File: src/rtl/alu_cmd_issuer.sv
// Initiator for the 32-bit ALU: takes one command on a valid/ready request port,
// drives the ALU buses for the ALU latency, and returns the result on a valid/ready response port.
module alu_cmd_issuer #(
    parameter int ALU_LAT = 2,
    parameter int CNT_W   = 16
) (
    input  logic             clk,
    input  logic             rst_n,
    input  logic             req_valid,
    output logic             req_ready,
    input  logic [3:0]       req_op,
    input  logic [31:0]      req_a,
    input  logic [31:0]      req_b,
    output logic             rsp_valid,
    input  logic             rsp_ready,
    output logic [31:0]      rsp_data,
    output logic             rsp_zero,
    output logic             rsp_err,
    output logic [31:0]      alu_a_bus,
    output logic [31:0]      alu_b_bus,
    output logic [3:0]       alu_control,
    output logic             alu_enable,
    input  logic [31:0]      alu_c_bus,
    output logic [CNT_W-1:0] cmd_count
);

    localparam int                WCNT_W    = $clog2(ALU_LAT);
    localparam logic [WCNT_W-1:0] WCNT_LAST = WCNT_W'(ALU_LAT - 1);

    typedef enum logic [1:0] {IDLE, ISSUE, WAIT, RESP} state_t;

    state_t            r_state;
    state_t            w_state_nxt;
    logic [WCNT_W-1:0] r_wcnt;
    logic              r_req_ready;
    logic              r_rsp_valid;
    logic [31:0]       r_rsp_data;
    logic              r_rsp_zero;
    logic              r_rsp_err;
    logic [31:0]       r_alu_a_bus;
    logic [31:0]       r_alu_b_bus;
    logic [3:0]        r_alu_control;
    logic              r_alu_enable;
    logic [CNT_W-1:0]  r_cmd_count;

    logic              w_reject;
    logic              w_accept;
    logic              w_wait_done;
    logic              w_rsp_hs;

    // A remainder by zero never terminates inside the ALU, so it is refused here.
    always_comb begin
        w_state_nxt = r_state;
        w_reject    = (req_op == 4'd0) || (req_op > 4'd9) ||
                      ((req_op == 4'd4) && (req_b == 32'd0));
        w_accept    = (r_state == IDLE) && req_valid;
        w_wait_done = (r_state == WAIT) && (r_wcnt == WCNT_LAST);
        w_rsp_hs    = (r_state == RESP) && r_rsp_valid && rsp_ready;
        case (r_state)
            IDLE:    if (w_accept) w_state_nxt = w_reject ? RESP : ISSUE;
            ISSUE:   w_state_nxt = WAIT;
            WAIT:    if (w_wait_done) w_state_nxt = RESP;
            RESP:    if (w_rsp_hs) w_state_nxt = IDLE;
            default: w_state_nxt = IDLE;
        endcase
    end

    always_ff @(posedge clk or negedge rst_n) begin
        if (!rst_n) begin
            r_state <= IDLE;
        end else begin
            r_state <= w_state_nxt;
        end
    end

    always_ff @(posedge clk or negedge rst_n) begin
        if (!rst_n) begin
            r_wcnt        <= '0;
            r_req_ready   <= 1'b1;
            r_rsp_valid   <= 1'b0;
            r_rsp_data    <= '0;
            r_rsp_zero    <= 1'b0;
            r_rsp_err     <= 1'b0;
            r_alu_a_bus   <= '0;
            r_alu_b_bus   <= '0;
            r_alu_control <= '0;
            r_alu_enable  <= 1'b0;
            r_cmd_count   <= '0;
        end else begin
            r_alu_enable <= 1'b0;
            case (r_state)
                IDLE: begin
                    if (w_accept) begin
                        r_req_ready <= 1'b0;
                        if (w_reject) begin
                            r_rsp_err  <= 1'b1;
                            r_rsp_data <= '0;
                            r_rsp_zero <= 1'b0;
                        end else begin
                            r_alu_a_bus   <= req_a;
                            r_alu_b_bus   <= req_b;
                            r_alu_control <= req_op;
                            r_alu_enable  <= 1'b1;
                        end
                    end
                end
                ISSUE: r_wcnt <= '0;
                WAIT: begin
                    if (w_wait_done) begin
                        r_rsp_data  <= alu_c_bus;
                        r_rsp_zero  <= (alu_c_bus == 32'd0);
                        r_rsp_err   <= 1'b0;
                        r_rsp_valid <= 1'b1;
                    end else begin
                        r_wcnt <= r_wcnt + 1'b1;
                    end
                end
                RESP: begin
                    // A rejected command enters RESP with valid low; raise it one edge later.
                    if (!r_rsp_valid) begin
                        r_rsp_valid <= 1'b1;
                    end else if (rsp_ready) begin
                        r_rsp_valid <= 1'b0;
                        r_req_ready <= 1'b1;
                        r_cmd_count <= r_cmd_count + 1'b1;
                    end
                end
                default: ;
            endcase
        end
    end

    assign req_ready   = r_req_ready;
    assign rsp_valid   = r_rsp_valid;
    assign rsp_data    = r_rsp_data;
    assign rsp_zero    = r_rsp_zero;
    assign rsp_err     = r_rsp_err;
    assign alu_a_bus   = r_alu_a_bus;
    assign alu_b_bus   = r_alu_b_bus;
    assign alu_control = r_alu_control;
    assign alu_enable  = r_alu_enable;
    assign cmd_count   = r_cmd_count;

endmodule
File: config.mk
export PLATFORM = sky130hd
export DESIGN_NAME = alu_cmd_issuer
export DESIGN_NICKNAME = d
export VERILOG_FILES = /design/src/rtl/alu_cmd_issuer.sv
export SDC_FILE = /design/constraint.sdc
export NUM_CORES = 1
export LEC_CHECK = 0
export ABC_AREA = 0
export CAP_MARGIN = 20
export CORE_AREA = 5 5 118 120
export CTS_BUF_LIST = sky130_fd_sc_hd__clkbuf_8 sky130_fd_sc_hd__clkbuf_16
export CTS_CLUSTER_DIAMETER = 200
export DETAILED_ROUTE_END_ITERATION = 12
export DIE_AREA = 0 0 123 125
export GPL_TIMING_DRIVEN = 0
export PLACE_DENSITY = 0.85
export SLEW_MARGIN = 15
export SYNTH_ARGS = -nofsm -noshare
export SYNTH_HDL_FRONTEND = slang
export SYNTH_SLANG_ARGS = --single-unit
File: constraint.sdc
create_clock -name clk -period 2.6 [get_ports clk]
set_clock_uncertainty 0.05 [all_clocks]
set_input_delay 0.78 -clock clk [delete_from_list [all_inputs] [get_ports clk]]
set_output_delay 0.78 -clock clk [all_outputs]
set_load 0.005 [all_outputs]
Yosys cells after proc, flatten, opt, wreduce, memory -nomap -nowiden. Index checks and enable logic that the tools add are counted.

Bits in registers: 124. Input port bits: 104. Output and inout port bits: 121. Word-level logic and storage cells: 79.

Add/subtract/negate cells: 2. Order comparisons: 1. Equal/unequal tests: 11. Multiplexer cells: 30. Bitwise logic cells: 1. Reduce and logical (&&, ||, !) cells: 22.

Operator list (number): $mux W32 (3); $logic_not A32 Y1 (2); $pmux W32 S2 (1); $add A16 B1 Y16 const B (1); $mux W1 (16); $ne A2 B2 Y1 const B (7); $pmux W1 S2 (5); $reduce_and A3 Y1 (3); $mux W2 (4); $pmux W2 S4 (1); $reduce_and A4 Y1 (2); $reduce_bool A2 Y1 (4); $logic_and A1 B1 Y1 (5); $eq A2 B2 Y1 const B (2); $eq A4 B3 Y1 const B (1); $gt A4 B4 Y1 const B (1); $logic_not A4 Y1 (1); $reduce_and A2 Y1 (2); $eq A2 B1 Y1 const B (1); $logic_not A2 Y1 (1); $logic_or A1 B1 Y1 (2); $add A1 B1 Y1 const B (1); $not A1 Y1 (1).

Longest topological paths before layout.
Depth in word-level cells: 6. Gate-level depth with buffers: 10.

Worst setup path before layout. OpenSTA, ideal clock, no wires.

Path kind: input-to-reg. From: input req_op[1]. To: register r_alu_b_bus[13], in the netlist alu_b_bus[13]. Library setup time: 0.125 ns. Arrival time: 2.290 ns. Path slack: 0.135 ns. Stages: 6. Path buffers: 2. Cell sequence: nor4b_1 -> nand4_1 -> o311ai_4 -> buf_6 -> buf_6 -> mux2_2.

Cells in the longest elaborated chain, start to end: 5. Elaborated cells on any way between the ends: 8. Classes of those cells: 1 x order compare; 1 x eq/ne; 1 x bitwise; 5 x reduce/logical.

Ends and longest elaborated chain: start, declared (line 11) `input logic [3:0] req_op,`; $gt A4 B4 Y1 (tied with other cells) (line 54) `w_reject = (req_op == 4'd0) || (req_op > 4'd9) ||`; $logic_or A1 B1 Y1 / $logic_and A1 B1 Y1 (equally long branches) (line 54, 55); $logic_or A1 B1 Y1 (*) (line 54); $not A1 Y1 (no line) (*); $reduce_and A3 Y1 (no line) (*); end signal, assigned (line 101) `r_alu_b_bus <= req_b;`; end, declared (line 41) `logic [31:0] r_alu_b_bus;`.

Mark *: on every way between the ends. The rest lies on a longest branch, timed or not. A chain may end at the register's enable or synchronous reset.

Worst setup path after layout.
From: input req_b[11]. To: register r_alu_a_bus[26], in the netlist alu_a_bus[26].

Cells in the longest elaborated chain, start to end: 5.

Ends and longest elaborated chain: start, declared (line 13) `input logic [31:0] req_b,`; $logic_not A32 Y1 (line 55) `((req_op == 4'd4) && (req_b == 32'd0));`; $logic_and A1 B1 Y1 (line 55); $logic_or A1 B1 Y1 (line 54); $not A1 Y1 (no line); $reduce_and A3 Y1 (no line); end signal, assigned (line 100) `r_alu_a_bus <= req_a;`; end, declared (line 40) `logic [31:0] r_alu_a_bus;`.

No other way between the ends.

==> impl_metrics.py <==
metrics = {
    "logic_synthesis": {
        "ys_ff_latch": 124,
        "ys_seq_area_share_pct": 59.99,
        "synth-edff-count": 0,
        "syn_area_per_cell_sq_um": 13.58,
        "synth.distinct_cells": 33,
        "netlist_area_sq_um": 5175,
        "async_flop_share_pct": 100.0,
        "yosys_warnings": 0,
        "ys.flop_type": "dfrtp_1",
        "syn-num-nets": 490,
        "syn-instance-count": 381,
    },
    "critical_path": {
        "cp_slowest_cell": "clkdlybuf4s50_1",
        "path_class": "in -> reg",
        "cp.arrival_ns": 2.83,
        "cp.required_ns": 2.85,
        "path_buf_inv": 3,
        "slowest_delay_ns": 0.46,
        "crit_path_start_kind": "input port",
        "critical_path.cell_chain": "clkdlybuf4s50_1 > nor4_2 > nand2_2 > o311ai_4 > buf_6 > clkbuf_16 > mux2_2",
        "crit_family": "buffers and inverters",
        "endpoint_kind": "register",
        "crit_fanout": 6,
    },
    "die": {
        "core_sq_um": 12870,
        "die_area_sq_um": 15380,
        "start_util_pct": 40.19,
        "ioPinCount": 225,
        "fp.dieH_microns": 125,
        "row_count": 42,
        "die_w_microns": 123,
    },
    "global_routing": {
        "gr-usage-met2_pct": 35.61,
        "busiest_layer": "met2",
        "track_usage_pct": 20.07,
        "grt_use_met3_pct": 7.046,
        "grt_pass1_wl_microns": 24210,
        "grt_pass1_vias": 4621,
        "grt_max_degree": 67,
        "globalRouteMet1Util_pct": 21.84,
        "grt_overflow_total": 0,
        "grt_antenna_before_repair": 0,
    },
    "drt": {
        "num_vias": 4141,
        "antenna_left": 0,
        "wl_microns": 15340,
        "dr.first_iter.drc_count": 190,
        "wl_per_cell_microns": 18.68,
        "drt_pre_antenna_iters": 4,
        "via_per_inst": 5.044,
        "drcViolationCount": 0,
    },
    "min_path": {
        "hp-class": "in -> async",
    },
    "power_and_ir_drop": {
        "p_sw_share_pct": 29.18,
        "seqPwrFrac_pct": 34.0,
        "power_per_cell_area_nw_per_um2": 1121,
        "ir_drop_mv": 0.5234,
        "clock_power_share_pct": 24.5,
        "combPwrFrac_pct": 41.5,
        "power_leakage_nw": 3.857,
        "p_int_w": 0.006828,
        "power.switching_w": 0.002814,
    },
    "placement": {
        "pre_cts_ws_ns": -0.8953,
        "gp_congestion": 0.8071,
        "place_area_sq_um": 7666,
        "post-dp-hpwl_microns": 11250,
        "port_buffers": 224,
    },
    "sta": {
        "hold_ws_ns": 0.2826,
        "finalSetupViolations": 0,
        "worst_pin_slew_ns": 0.5634,
        "min_period_over_period_pct": 99.22,
        "drv_slew": 0,
        "finalSetupTns_ns": 0,
        "finalHoldViolCount": 0,
        "period_minus_slack_ns": 2.580,
        "worst_slack_ns": 0.02026,
        "fmax_mhz": 387.6,
        "maxSlewHeadroom_pct": 62.44,
    },
    "final_layout": {
        "fin_area_sq_um": 8602,
        "final_core_util_pct": 66.81,
        "nFillCells": 935,
        "syn_to_final_growth_pct": 66.22,
        "n_antenna_cell": 0,
        "multi_input_area_sq_um": 2046,
        "regArea_sq_um": 3104,
        "nets": 742,
        "drive_above_1_share_pct": 26.05,
    },
    "clock_tree": {
        "clkSlewWorstSetupHoldPaths_ns": 0.05,
        "ctsRootBufferMaster": "clkbuf_16",
        "cts_max_level": 4,
        "cts.sinks": 124,
        "numCtsBuffers": 17,
        "cts_tree": "built",
        "clk_latency_ns": 0.41,
        "clk_path_buf_depth": 2,
        "ctsHoldBuffers": 0,
    },
    "run_status": {
        "status": "complete, no violations",
    },
    "flow_run": {
        "max_cap_violations": 0,
    },
}
## what timing repair did
item | in CTS | in global routing
pin swaps | 8 | 10
gates resized for setup | 13 | 44
endpoints found under the setup margin | 104 | 100
endpoints found under the hold margin | 0 | 0
cloned | 0 | 3
setup buffers | 3 | 2
## flip-flops by register name, indices dropped and copies added, names as in the netlist
| signal | cells |
|---|---|
| rsp_valid | 1 |
| req_ready | 1 |
| cmd_count | 16 |
| r_wcnt | 1 |
| alu_control | 4 |
| alu_enable | 1 |
| rsp_err | 1 |
| rsp_data | 32 |
| r_state | 2 |
| alu_a_bus | 32 |
| alu_b_bus | 32 |
| rsp_zero | 1 |
## cell usage in the layout (no fill, tap or decap), drive strengths merged, types with 2 or more instances in the layout
master / netlist / final
mux2i: 4 / 4
mux2: 70 / 70
clkinv: 0 / 3
inv: 9 / 11
nand4: 36 / 36
buf: 13 / 18
xnor2: 12 / 12
clkdlybuf4s50: 0 / 201
nor2: 9 / 9
dlymetal6s2s: 0 / 21
nor4: 16 / 16
dfrtp: 123 / 123
nand3: 6 / 6
ha: 5 / 5
o21ai: 4 / 4
nor3: 3 / 3
bufinv: 0 / 2
xor2: 3 / 3
a21oi: 3 / 3
clkbuf: 7 / 35
a21bo: 29 / 29
and3: 3 / 3
nand2: 16 / 16
## routing by layer
metal	vias to the layer above	part of all wire, %
met5	-	0
met2	165	53
met4	0	2.9
li1	1891	-
met1	2052	36
met3	33	8.1
## logic make-up after synthesis
| logic type | count (synthesis) | share of synthesized area [%] |
|---|---|---|
| DFF | 124 | 59.99 |
| and+or+nand+nor | 93 | 9.962 |
| muxes | 74 | 16.01 |
| AOI/OAI and AO/OA | 41 | 7.495 |
| buffers and inverters | 29 | 2.805 |
| xor gates and xnor gates | 15 | 2.539 |
| adders and majority gates | 5 | 1.209 |
## synth_stat cells, types with 4 or more instances
master	count	area, sq um
a21bo_2	27	270.3
dfrtp_1	123	3078
ha_1	5	62.56
nor4_1	16	100.1
nor2_1	9	33.78
nand2_1	15	56.30
o21ai_0	4	20.02
inv_1	9	33.78
buf_2	8	40.04
nand3_1	6	30.03
clkbuf_1	7	26.28
nand4_1	36	225.2
mux2_2	70	788.3
mux2i_1	4	40.04
xnor2_1	12	105.1
## area by class of cell
| type | instances | share of cell area, % |
|---|---|---|
| well taps | 176 | 2.560 |
| clock inverters | 8 | 1.047 |
| inverters | 9 | 0.3927 |
| clock buffers | 23 | 5.905 |
| flip-flops and latches | 124 | 36.09 |
| multi-input cells | 228 | 23.78 |
| repair buffers | 233 | 28.55 |
| plain buffers | 20 | 1.673 |
## power by group through the flow
stage	sequential [W]	combinational, W	clock [W]
2_1_floorplan	0.00331	0.00150	0
3_3_place_gp	0.00323	0.00379	0
3_5_place_dp	0.00330	0.00390	0
4_1_cts	0.00328	0.00397	0.00240
5_1_grt	0.00340	0.00430	0.00251
6_report	0.00328	0.00400	0.00236
## worst paths after layout
check | from | endpoint | slack (ns) | cells past startpoint
worst min register to register | cmd_count[15] | cmd_count[15] | 0.43 | 1
worst max register to register | r_state[0] | rsp_data[21] | 0.21 | 10
min in group clk | cmd_count[15] | cmd_count[15] | 0.43 | 1
max in group asynchronous | rst_n | alu_a_bus[11] | 1.51 | 2
worst min-delay path | rst_n | cmd_count[8] | 0.28 | 1
worst max-delay path | req_b[11] | alu_a_bus[26] | 0.02 | 7
## metrics by stage
step | std cells | total power (W)
detailed placement | 782 | 0.007197
finish | 821 | 0.009642
global placement | 781 | 0.007022
CTS | 816 | 0.009648
global route | 821 | 0.01021
floorplan | 381 | 0.004810
No activity file was read; power rests on OpenSTA's default activity.
